`config.mk`:
```
export PLATFORM = sky130hd
export DESIGN_NAME = toggle_sync_rx
export DESIGN_NICKNAME = d
export VERILOG_FILES = /design/src/rtl/toggle_sync_rx.sv
export SDC_FILE = /design/constraint.sdc
export NUM_CORES = 1
export LEC_CHECK = 0
export ABC_AREA = 1
export CORE_MARGIN = 1
export CORE_UTILIZATION = 54
export CTS_CLUSTER_DIAMETER = 50
export DETAILED_ROUTE_END_ITERATION = 8
export MAX_ROUTING_LAYER = met4
export PLACE_DENSITY = 0.82
export SETUP_SLACK_MARGIN = 0.3
export SYNTH_ARGS = -nofsm -noshare
export SYNTH_HDL_FRONTEND = slang
export SYNTH_SLANG_ARGS = --single-unit
```
`constraint.sdc`:
```
create_clock -name clk -period 4.1 [get_ports clk]
set_clock_uncertainty 0.05 [all_clocks]
set_input_delay 1.025 -clock clk [delete_from_list [all_inputs] [get_ports clk]]
set_output_delay 1.025 -clock clk [all_outputs]
set_load 0.03 [all_outputs]
```
`src/rtl/toggle_sync_rx.sv`:
```
// toggle_sync_rx: destination-side toggle CDC receiver; queues each synchronized
// tgl_in transition as an event and returns an ack toggle per accepted event.
module toggle_sync_rx #(
    parameter int SYNC_STAGES = 2,
    parameter int PEND_DEPTH  = 4,
    parameter int CNT_W       = 8
) (
    input  logic             clk,
    input  logic             rst_n,
    input  logic             tgl_in,
    input  logic             evt_ready,
    output logic             evt_valid,
    output logic             ack_tgl,
    output logic             overrun,
    output logic [3:0]       pend_cnt,
    output logic [CNT_W-1:0] evt_cnt
);
    localparam logic [2:0] GUARD_MAX = 3'(SYNC_STAGES + 1);
    localparam logic [3:0] PEND_MAX  = 4'(PEND_DEPTH);

    logic [SYNC_STAGES-1:0] r_sync;
    logic                   r_tgl_d;
    logic [2:0]             r_guard;
    logic [3:0]             r_pend;
    logic [CNT_W-1:0]       r_evt_cnt;
    logic                   r_ack;
    logic                   r_overrun;
    logic                   w_armed;
    logic                   w_edge;
    logic                   w_acc;
    logic                   w_full;
    logic [3:0]             w_pend_nxt;

    // Edges are masked until the sync chain and tgl_d hold post-reset samples,
    // so a level held high across reset is not mistaken for a transition.
    assign w_armed   = r_guard == GUARD_MAX;
    assign w_edge    = (r_sync[SYNC_STAGES-1] ^ r_tgl_d) & w_armed;
    assign evt_valid = r_pend != 4'd0;
    assign w_acc     = evt_valid & evt_ready;
    assign w_full    = r_pend == PEND_MAX;

    always_comb begin
        w_pend_nxt = r_pend;
        if (w_edge && !w_acc && !w_full)
            w_pend_nxt = r_pend + 4'd1;
        else if (w_acc && !w_edge)
            w_pend_nxt = r_pend - 4'd1;
    end

    always_ff @(posedge clk or negedge rst_n) begin
        if (!rst_n) begin
            r_sync    <= '0;
            r_tgl_d   <= 1'b0;
            r_guard   <= 3'd0;
            r_pend    <= 4'd0;
            r_evt_cnt <= '0;
            r_ack     <= 1'b0;
            r_overrun <= 1'b0;
        end else begin
            r_sync    <= {r_sync[SYNC_STAGES-2:0], tgl_in};
            r_tgl_d   <= r_sync[SYNC_STAGES-1];
            r_guard   <= w_armed ? r_guard : r_guard + 3'd1;
            r_pend    <= w_pend_nxt;
            r_overrun <= w_edge & ~w_acc & w_full;
            if (w_acc) begin
                r_ack     <= ~r_ack;
                r_evt_cnt <= r_evt_cnt + 1'b1;
            end
        end
    end

    assign ack_tgl  = r_ack;
    assign overrun  = r_overrun;
    assign pend_cnt = r_pend;
    assign evt_cnt  = r_evt_cnt;
endmodule

```
==> impl_metrics.ini <==
[status]
run_status = finished, final reports clean

[finish]
layout-drive-gt1-share_pct = 12.31
syn2layout_area_growth_pct = 26.28
fin_area_um2 = 1269
post-route-util_pct = 73.48
nNetsFinal = 141
final_cell_count_no_fill = 155
fillers = 140
antenna_cells = 0

[job]
max_cap_violations = 0

[floorplan]
die_h_um = 45.14
initial_core_util_pct = 58.19
core_area_um2 = 1727
rows = 15
io_pins = 19
die-width_um = 45.14
dieArea_um2 = 2037

[logic_synthesis]
netlist.area_leader.share_pct = 49.81
synth_area_um2 = 1005
yosys.area_share.simple_pct = 26.40
synth_area_leaders = dfrtp_1 50%, nand2_1 12%, ha_1 6.2%
synth-seq-cells = 20
yosysUniqueCellTypes = 18
synth_top_family_by_area = simple AND/OR/NAND/NOR gates
muxShareOfSynthArea_pct = 1.121
yosys.area_share.xor_xnor_pct = 7.846
synth-adder-area-share_pct = 8.219
synthCells = 108
yosys.area.top_type = dfrtp_1
ys_warn_count = 0
yosysSeqAreaShare_pct = 49.81
syn-num-nets = 118
avgSynthCellArea_um2 = 9.303
synth_compound_area_share_pct = 0.9963

[pwr]
ir_drop_mv = 0.4646
cellPowerDensity_nw_per_um2 = 797.5
power_leakage_nw = 0.6168
power_mw = 1.012

[timing]
worst_pin_slew_ns = 0.8550
fin_crit_sh_pct = 66.21
max_freq_mhz = 368.4
worst_slack_ns = 1.386
hold_ws_ns = 0.3104
maxSlewHeadroom_pct = 42.82
slew_viol_final = 0
setup_tns_ns = 0
rsz0062_at_grt = false
setup_viol = 0
hold_viol = 0
min_period_ns = 2.714

[clock_tree]
cts_made_buffers = 3
cts.htree.levels = 1
cts_setup_buffers = 0
cts_hold_buf = 0
cts_tree = built
cts_resized = 0
cts.sinks = 20
clkLatencyLatePin_ns = 0.29
clockBufferDepth = 2
cts.clk_slew.worst_paths_ns = 0.11
root_buffer = clkbuf_4

[setup_path]
cp_max_fo = 5
required_ns = 3.02
arrival_ns = 1.64
start_kind = flop
r2r_slack_ns = 1.93
endpoint_kind = output port
worst-setup-path-type = reg2out

[placement]
numPortBuffers = 18
place_hpwl_um = 1437
placed_area_um2 = 1216
gp_congestion = 0.8439
placedCellCount = 151
dp_slack_ns = 1.279

[detailed_routing]
wl_um = 1842
wl_per_cell_um = 11.88
drt-initial-drc-count = 7
detail_route.vias_per_cell = 4.923
vias = 763
drt_pass1_iterations = 4
antenna_left = 0
route.detailed.drc = 0

[global_route]
antenna_found_initial = 0
grt_usage_pct = 20.49
overflow = 0
grt_pass1_wl_um = 2877
grt_max_degree = 21
grt_pass1_vias = 707

[hold_path]
worstHoldPathType = reg2reg
-- area by class of cell --
class                           instances  area (um2)  share of cell area (%)
Sequential cell                        20       500.5                   39.45
Tap cell                               25       31.28                   2.465
Timing Repair Buffer                   18       180.2                   14.20
Multi-Input combinational cell         73       447.9                   35.31
Clock inverter                          1       30.03                   2.367
Clock buffer                            3       22.52                   1.775
Inverter                               15       56.30                   4.438
-- layout by cell type (no fill, tap or decap) --
master / netlist / final
nand2_1: 31 / 31
bufinv_16: 0 / 1
nand3_4: 1 / 1
dfrtp_1: 20 / 20
ha_1: 5 / 5
nor3_1: 1 / 1
inv_2: 1 / 1
nor2_1: 6 / 6
mux2_2: 1 / 1
nor2_2: 5 / 5
xor2_1: 6 / 6
nand3_1: 5 / 5
clkdlybuf4s50_1: 0 / 18
nand2_2: 2 / 2
o21ai_0: 2 / 2
xnor2_1: 3 / 3
clkbuf_4: 0 / 3
inv_1: 14 / 14
nand2_4: 2 / 2
nand4_1: 2 / 2
fa_1: 1 / 1
-- final timing paths --
check	from	end	cells after the start
min in group asynchronous	rst_n	evt_cnt[2]	1
min	r_sync[0]	r_sync[1]	0
min reg2reg	r_sync[0]	r_sync[1]	0
max in group asynchronous	rst_n	evt_cnt[3]	1
max reg2reg	r_guard[0]	pend_cnt[3]	14
max	pend_cnt[1]	evt_valid	3
-- worst max-delay path: stages, from the launching register on --
cell and delay (ns):
dfrtp_1 0.46, nor2_2 0.18, nand2_2 0.10, clkdlybuf4s50_1 0.61
-- power by group --
part | switching (mW) | total, mW | internal [mW] | leakage (nW)
Sequential | 0.0727 | 0.332 | 0.260 | 0.242
Combinational | 0.312 | 0.522 | 0.210 | 0.347
Clock | 0.0585 | 0.157 | 0.0988 | 0.0279
Total | 0.443 | 1.01 | 0.569 | 0.617
-- logic make-up after synthesis --
family          count (synthesis)
mux                             1
flops                          20
xor+xnor                        9
fa+ha+maj                       6
compound gates                  2
simple gates                   55
buf+inv                        15
-- cells in the mapped netlist, drive strengths merged --
cell,count
nand2,35
dfrtp,20
inv,15
nor2,11
nand3,6
xor2,6
ha,5
xnor2,3
nand4,2
o21ai,2
fa,1
mux2,1
nor3,1
-- state kept, by name, indices dropped and copies added (netlist names) --
signal	flops
r_tgl_d	1
ack_tgl	1
evt_cnt	8
r_sync	2
r_guard	3
overrun	1
pend_cnt	4
-- routing by layer --
metal / wire length (um) / vias to the layer above / track usage (%) / share of wire, %
li1: - / 373 / - / -
met1: 737 / 362 / 20.93 / 40
met2: 992 / 24 / 38.84 / 54
met3: 74 / 4 / 4.000 / 4.0
met4: 38 / 0 / 6.061 / 2.1
met5: 0 / - / - / 0
No activity file was read; power rests on OpenSTA's default activity.
